`src/rtl/uart_pkg.sv`:
```
// Shared definitions for the 8E1 UART transmit/receive pair.
package uart_pkg;

    localparam int DATA_BITS            = 8;
    localparam int DEFAULT_CLKS_PER_BIT = 5208;   // 50 MHz / 9600 baud, truncated

    // Line state of one frame: start, eight data bits, parity, stop.
    typedef enum logic [2:0] {
        ST_IDLE,
        ST_START,
        ST_DATA,
        ST_PARITY,
        ST_STOP
    } uart_state_e;

    // Even parity: the parity bit makes the total count of ones even.
    function automatic logic even_parity(input logic [DATA_BITS-1:0] b);
        return ^b;
    endfunction

endpackage

```
`src/rtl/uart_tx_fifo.sv`:
```
// Synchronous byte FIFO buffering pushes ahead of the UART shifter.
module uart_tx_fifo
    import uart_pkg::*;
#(
    parameter int DEPTH = 4
) (
    input  logic                 clk_i,
    input  logic                 rst_ni,
    input  logic                 push_i,
    input  logic [DATA_BITS-1:0] data_i,
    input  logic                 pop_i,
    output logic [DATA_BITS-1:0] data_o,
    output logic                 ready_o,
    output logic                 empty_o
);

    localparam int PTR_W = (DEPTH > 1) ? $clog2(DEPTH) : 1;
    localparam int CNT_W = PTR_W + 1;

    logic [PTR_W-1:0]     wr_ptr_q, wr_ptr_d;
    logic [PTR_W-1:0]     rd_ptr_q, rd_ptr_d;
    logic [CNT_W-1:0]     count_q, count_d;
    logic [DATA_BITS-1:0] mem_q [DEPTH];
    logic                 push_ok;
    logic                 pop_ok;

    // Ready depends only on registered occupancy, so a pop in the same
    // cycle never makes a push into a full FIFO acceptable.
    assign ready_o = (count_q < CNT_W'(DEPTH));
    assign empty_o = (count_q == '0);
    assign push_ok = push_i && ready_o;
    assign pop_ok  = pop_i && !empty_o;
    assign data_o  = mem_q[rd_ptr_q];

    // Next-state for pointers and occupancy; DEPTH is a power of two, so
    // the pointers wrap naturally.
    always_comb begin
        // NOTE: every combinational output gets a default first, so no path leaves it unassigned and no latch is inferred.
        wr_ptr_d = wr_ptr_q;
        rd_ptr_d = rd_ptr_q;
        count_d  = count_q;
        if (push_ok) wr_ptr_d = wr_ptr_q + 1'b1;
        if (pop_ok)  rd_ptr_d = rd_ptr_q + 1'b1;
        case ({push_ok, pop_ok})
            2'b10:   count_d = count_q + CNT_W'(1);
            2'b01:   count_d = count_q - CNT_W'(1);
            default: count_d = count_q;
        endcase
    end

    // Pointer and occupancy registers.
    always_ff @(posedge clk_i or negedge rst_ni) begin
        // NOTE: state registers use non-blocking assignments so every flop samples its pre-edge inputs.
        if (!rst_ni) begin
            wr_ptr_q <= '0;
            rd_ptr_q <= '0;
            count_q  <= '0;
        end else begin
            wr_ptr_q <= wr_ptr_d;
            rd_ptr_q <= rd_ptr_d;
            count_q  <= count_d;
        end
    end

    // Storage write.
    always_ff @(posedge clk_i) begin
        // NOTE: the storage array has no reset; occupancy decides which entries are valid, so stale contents are never read.
        if (push_ok) mem_q[wr_ptr_q] <= data_i;
    end

endmodule

```
`src/rtl/uart_tx.sv`:
```
// UART transmitter, 8 data bits, even parity, 1 stop bit, with input FIFO.
module uart_tx
    import uart_pkg::*;
#(
    parameter int CLKS_PER_BIT = DEFAULT_CLKS_PER_BIT,
    parameter int FIFO_DEPTH   = 4
) (
    input  logic                 CLK50MHz,
    input  logic                 RESET,
    input  logic [DATA_BITS-1:0] DATA_IN,
    input  logic                 VALID,
    output logic                 READY,
    output logic                 TX,
    output logic                 BUSY
);

    localparam int CNT_W = (CLKS_PER_BIT > 1) ? $clog2(CLKS_PER_BIT) : 1;
    localparam int IDX_W = $clog2(DATA_BITS);
    localparam logic [CNT_W-1:0] CNT_LAST = CNT_W'(CLKS_PER_BIT - 1);
    localparam logic [IDX_W-1:0] IDX_LAST = IDX_W'(DATA_BITS - 1);

    uart_state_e          state_q, state_d;
    logic [CNT_W-1:0]     cnt_q, cnt_d;
    logic [IDX_W-1:0]     idx_q, idx_d;
    logic [DATA_BITS-1:0] sh_q, sh_d;
    logic                 par_q, par_d;
    logic                 tx_q, tx_d;
    logic                 pop;
    logic                 fifo_empty;
    logic [DATA_BITS-1:0] fifo_data;
    logic                 bit_done;

    uart_tx_fifo #(.DEPTH(FIFO_DEPTH)) u_fifo (
        .clk_i   (CLK50MHz),
        .rst_ni  (RESET),
        .push_i  (VALID),
        .data_i  (DATA_IN),
        .pop_i   (pop),
        .data_o  (fifo_data),
        .ready_o (READY),
        .empty_o (fifo_empty)
    );

    assign bit_done = (cnt_q == CNT_LAST);
    assign TX       = tx_q;
    assign BUSY     = (state_q != ST_IDLE) || !fifo_empty;

    // Frame sequencing, baud counting, and the next line level.
    always_comb begin
        state_d = state_q;
        cnt_d   = cnt_q + CNT_W'(1);
        idx_d   = idx_q;
        sh_d    = sh_q;
        par_d   = par_q;
        pop     = 1'b0;
        case (state_q)
            ST_IDLE: begin
                cnt_d = '0;
                if (!fifo_empty) begin
                    pop     = 1'b1;
                    sh_d    = fifo_data;
                    par_d   = even_parity(fifo_data);
                    state_d = ST_START;
                end
            end
            ST_START: begin
                if (bit_done) begin
                    cnt_d   = '0;
                    idx_d   = '0;
                    state_d = ST_DATA;
                end
            end
            ST_DATA: begin
                if (bit_done) begin
                    cnt_d = '0;
                    if (idx_q == IDX_LAST) state_d = ST_PARITY;
                    else                   idx_d   = idx_q + 1'b1;
                end
            end
            ST_PARITY: begin
                if (bit_done) begin
                    cnt_d   = '0;
                    state_d = ST_STOP;
                end
            end
            ST_STOP: begin
                if (bit_done) begin
                    cnt_d = '0;
                    // Back-to-back frames: reload straight into START.
                    if (!fifo_empty) begin
                        pop     = 1'b1;
                        sh_d    = fifo_data;
                        par_d   = even_parity(fifo_data);
                        state_d = ST_START;
                    end else begin
                        state_d = ST_IDLE;
                    end
                end
            end
            default: begin
                cnt_d   = '0;
                state_d = ST_IDLE;
            end
        endcase

        // The line level is registered from the next state, so TX changes
        // on the same edge as the state and never glitches.
        case (state_d)
            ST_START:  tx_d = 1'b0;
            ST_DATA:   tx_d = sh_d[idx_d];
            ST_PARITY: tx_d = par_d;
            default:   tx_d = 1'b1;
        endcase
    end

    // FSM, counters, shifter and line register; reset drives the line idle at once.
    always_ff @(posedge CLK50MHz or negedge RESET) begin
        if (!RESET) begin
            state_q <= ST_IDLE;
            cnt_q   <= '0;
            idx_q   <= '0;
            sh_q    <= '0;
            par_q   <= 1'b0;
            tx_q    <= 1'b1;
        end else begin
            state_q <= state_d;
            cnt_q   <= cnt_d;
            idx_q   <= idx_d;
            sh_q    <= sh_d;
            par_q   <= par_d;
            tx_q    <= tx_d;
        end
    end

endmodule

```
`config.mk`:
```
export PLATFORM = sky130hd
export DESIGN_NAME = uart_tx
export DESIGN_NICKNAME = d
export VERILOG_FILES = /design/src/rtl/uart_pkg.sv /design/src/rtl/uart_tx_fifo.sv /design/src/rtl/uart_tx.sv
export SDC_FILE = /design/constraint.sdc
export NUM_CORES = 1
export LEC_CHECK = 0
export CAP_MARGIN = 40
export CORE_MARGIN = 2
export CORE_UTILIZATION = 40
export CTS_CLUSTER_DIAMETER = 40
export DETAILED_ROUTE_END_ITERATION = 8
export PLACE_DENSITY_LB_ADDON = 0.12
export SYNTH_ARGS = -nofsm -noshare
export SYNTH_HDL_FRONTEND = slang
export SYNTH_SLANG_ARGS = --single-unit
```
`constraint.sdc`:
```
create_clock -name CLK50MHz -period 2.7 [get_ports CLK50MHz]
set_input_delay 0.54 -clock CLK50MHz [delete_from_list [all_inputs] [get_ports CLK50MHz]]
set_output_delay 0.54 -clock CLK50MHz [all_outputs]
set_load 0.02 [all_outputs]
```
==> results.json <==
{
  "grt_pass1_wl_um": 9580,
  "clock_sinks": 68,
  "core_sq_mm": 0.00765,
  "die_h_um": 92.2,
  "drv_cap": 0,
  "rsz0062_at_grt": "no",
  "min-delay-path-class": "in -> async",
  "vias_per_cell": 4.84,
  "worstSetupPathType": "reg -> reg",
  "die_w_um": 92.2,
  "timing.final.crit_share_pct": 95.6,
  "ys_seq_elements": 68,
  "cellLeakagePower_nw": 1.48,
  "syn_avg_cell_area_sq_um": 13.8,
  "post-cts-setup-buffers": 0,
  "finalMaxSlewViolations": 0,
  "grt_max_degree": 37,
  "wl_per_cell_um": 15.3,
  "fillerInstances": 676,
  "antenna_found_initial": 0,
  "clk_pin_slew_worst_paths_ns": 0.08,
  "hold_viol_final": 0,
  "drtPass1Iterations": 4,
  "cts-root-buf": "clkbuf_8",
  "status": "completed",
  "synth-compound-area-share_pct": 4.87,
  "insertion_delay_ns": 0.34,
  "buffer_ports.inserted": 13,
  "totalWireLength_um": 5480,
  "multi_input_area_sq_mm": 0.00116,
  "regArea_sq_mm": 0.00186,
  "syn-num-nets": 244,
  "drt_iter0_drc": 76,
  "final_nets": 271,
  "finClkSkew_ns": 0.0111,
  "critPathRequiredTime_ns": 2.96,
  "postSynth.asyncResetShare_pct": 52.9,
  "post_cts_resized": 0,
  "final_layout_size_suffix_gt1_share_pct": 21.0,
  "finalWorstSetupSlack_ns": 0.118,
  "synth_ff_type": "dfrtp_1",
  "yosysSeqAreaShare_pct": 59.9,
  "utilization_pct": 47.5,
  "ctsHoldBuffers": 0,
  "cts_buffers": 9,
  "ant_nets": 0,
  "tightest_slew_ns": 0.812,
  "vias": 1737,
  "synth-simple-area-share_pct": 10.6,
  "grt_overflow": 0,
  "hpwl_um": 3820,
  "worst_setup_path_start_kind": "register",
  "cp_data_arrival_time_ns": 2.84,
  "synth_top_family_by_area": "simple AND/OR/NAND/NOR gates",
  "row_count": 32,
  "drc_errors": 0,
  "synth-adder-area-share_pct": 3.46,
  "synth_cells": 225,
  "fmax_ghz": 0.387,
  "muxShareOfSynthArea_pct": 10.5,
  "grt_usage_pct": 14.9,
  "powerDensity_mw_per_mm2": 928,
  "yosysWarnings": 0,
  "synth.distinct_cells": 47,
  "htree_levels": 3,
  "slew_headroom_pct": 45.8,
  "io_pins": 14,
  "grt_pass1_vias": 1945,
  "dp_slack_ns": 0.0659,
  "place_congestion": 0.715,
  "peakVddDrop_uv": 352,
  "syn-cell-area_sq_mm": 0.00311,
  "area_growth_pct": 16.8,
  "hold_slack_ns": 0.291,
  "start_util_pct": 40.7,
  "yosys.area_share.xor_xnor_pct": 7.32,
  "ctsLongestPathBuffers": 2,
  "finalSetupViolCount": 0,
  "design.die.area_sq_mm": 0.00850,
  "synth_edf_count": 32,
  "cp-end-kind": "register",
  "final.min_clock_period_ns": 2.58,
  "num_antenna_cells": 0,
  "path_max_fanout": 11,
  "cts_tree": "built"
}
[area by class of cell]
cell class,instances,share of cell area [%]
Inverter,12,1.58
Clock inverter,7,2.27
Tap cell,102,3.51
Timing Repair Buffer,25,5.92
Multi-Input combinational cell,136,32.0
Sequential cell,68,51.3
Clock buffer,9,3.41
[worst max-delay path, cell delays in order (launching register included)]
cell	delay, ns
dfrtp_1	0.38
or4bb_1	0.52
or3_4	0.41
a21o_4	0.24
clkinv_8	0.08
ha_4	0.13
inv_1	0.05
fa_2	0.33
xor2_1	0.15
nor2_1	0.11
xnor2_1	0.12
[worst paths after layout]
check	endpoint	cells past startpoint	slack (ns)	start
setup / recovery	u_fifo.count_q[2]	10	0.12	cnt_q[7]
hold / removal	cnt_q[12]	1	0.29	RESET
setup reg to reg	u_fifo.count_q[2]	10	0.12	cnt_q[7]
hold reg to reg	sh_q[1]	1	0.49	sh_q[1]
max in group asynchronous	u_fifo.count_q[2]	1	1.90	RESET
min in group CLK50MHz	sh_q[1]	1	0.49	sh_q[1]
[per-stage QoR]
stage	power (W)	TNS (ns)	cells	area [sq um]
finish	0.00337	0	359	3630
floorplan	0.00226	-0.128	225	3130
global route	0.00361	0	359	3630
CTS	0.00343	0	359	3620
global placement	0.00253	0	343	3410
detailed placement	0.00255	0	343	3410
[sequential cells by signal, indices dropped and copies added (netlist names)]
name	cells
idx_q	3
state_q	3
sh_q	8
u_fifo.count_q	3
cnt_q	13
TX	1
par_q	1
u_fifo.mem_q	32
u_fifo.wr_ptr_q	2
u_fifo.rd_ptr_q	2
[routing by layer]
| layer | GRT usage, % | up-vias | wire [um] |
|---|---|---|---|
| met4 | 4.85 | 0 | 23 |
| met1 | 20.6 | 870 | 2760 |
| met3 | 4.11 | 2 | 137 |
| li1 | - | 848 | - |
| met2 | 22.9 | 17 | 2550 |
| met5 | 0 | - | 0 |
[kinds of logic (layout without fill, tap and decap cells)]
group,Yosys count,in the layout
compound gates,19,19
simple gates,62,62
buf+inv,21,53
fa+ha+maj,8,8
mux,21,21
xor+xnor,26,26
flops,68,68
[layout by cell type, fill, tap and decap left out, types with 6 or more instances in the layout]
cell type,n
dfrtp_1,35
mux2_2,6
inv_1,11
ha_1,6
mux4_2,8
clkbuf_8,9
edfxtp_1,32
nand2_1,8
xor2_1,8
clkdlybuf4s50_1,12
buf_4,12
nand3_1,9
xnor2_1,18
nor2_1,20
[cell usage after synthesis (2+ instances only)]
master / n / area (sq um)
dfrtp_1: 35 / 876
edfxtp_1: 32 / 961
nor2_1: 20 / 75.1
xnor2_1: 18 / 158
inv_1: 11 / 41.3
nand3_1: 9 / 45.0
mux4_2: 8 / 180
nand2_1: 8 / 30.0
xor2_1: 8 / 70.1
clkbuf_1: 7 / 26.3
ha_1: 7 / 87.6
mux2_2: 6 / 67.6
and2_1: 4 / 25.0
mux2_1: 4 / 45.0
and3_1: 3 / 18.8
nor2b_1: 3 / 18.8
nor3_1: 3 / 15.0
a21boi_0: 2 / 15.0
a21oi_1: 2 / 10.0
a22o_1: 2 / 17.5
a31oi_1: 2 / 12.5
mux2i_1: 2 / 20.0
o21ai_0: 2 / 10.0
o21ai_1: 2 / 10.0
o31ai_1: 2 / 15.0
or2b_1: 2 / 15.0
[where the power goes]
| part | internal, W | switching (W) | leakage (nW) |
|---|---|---|---|
| Sequential | 0.00133 | 0.000130 | 0.739 |
| Combinational | 0.000544 | 0.000507 | 0.639 |
| Clock | 0.000441 | 0.000420 | 0.0984 |
| Total | 0.00231 | 0.00106 | 1.48 |
Note: power is estimated with default switching activity, not from simulation.
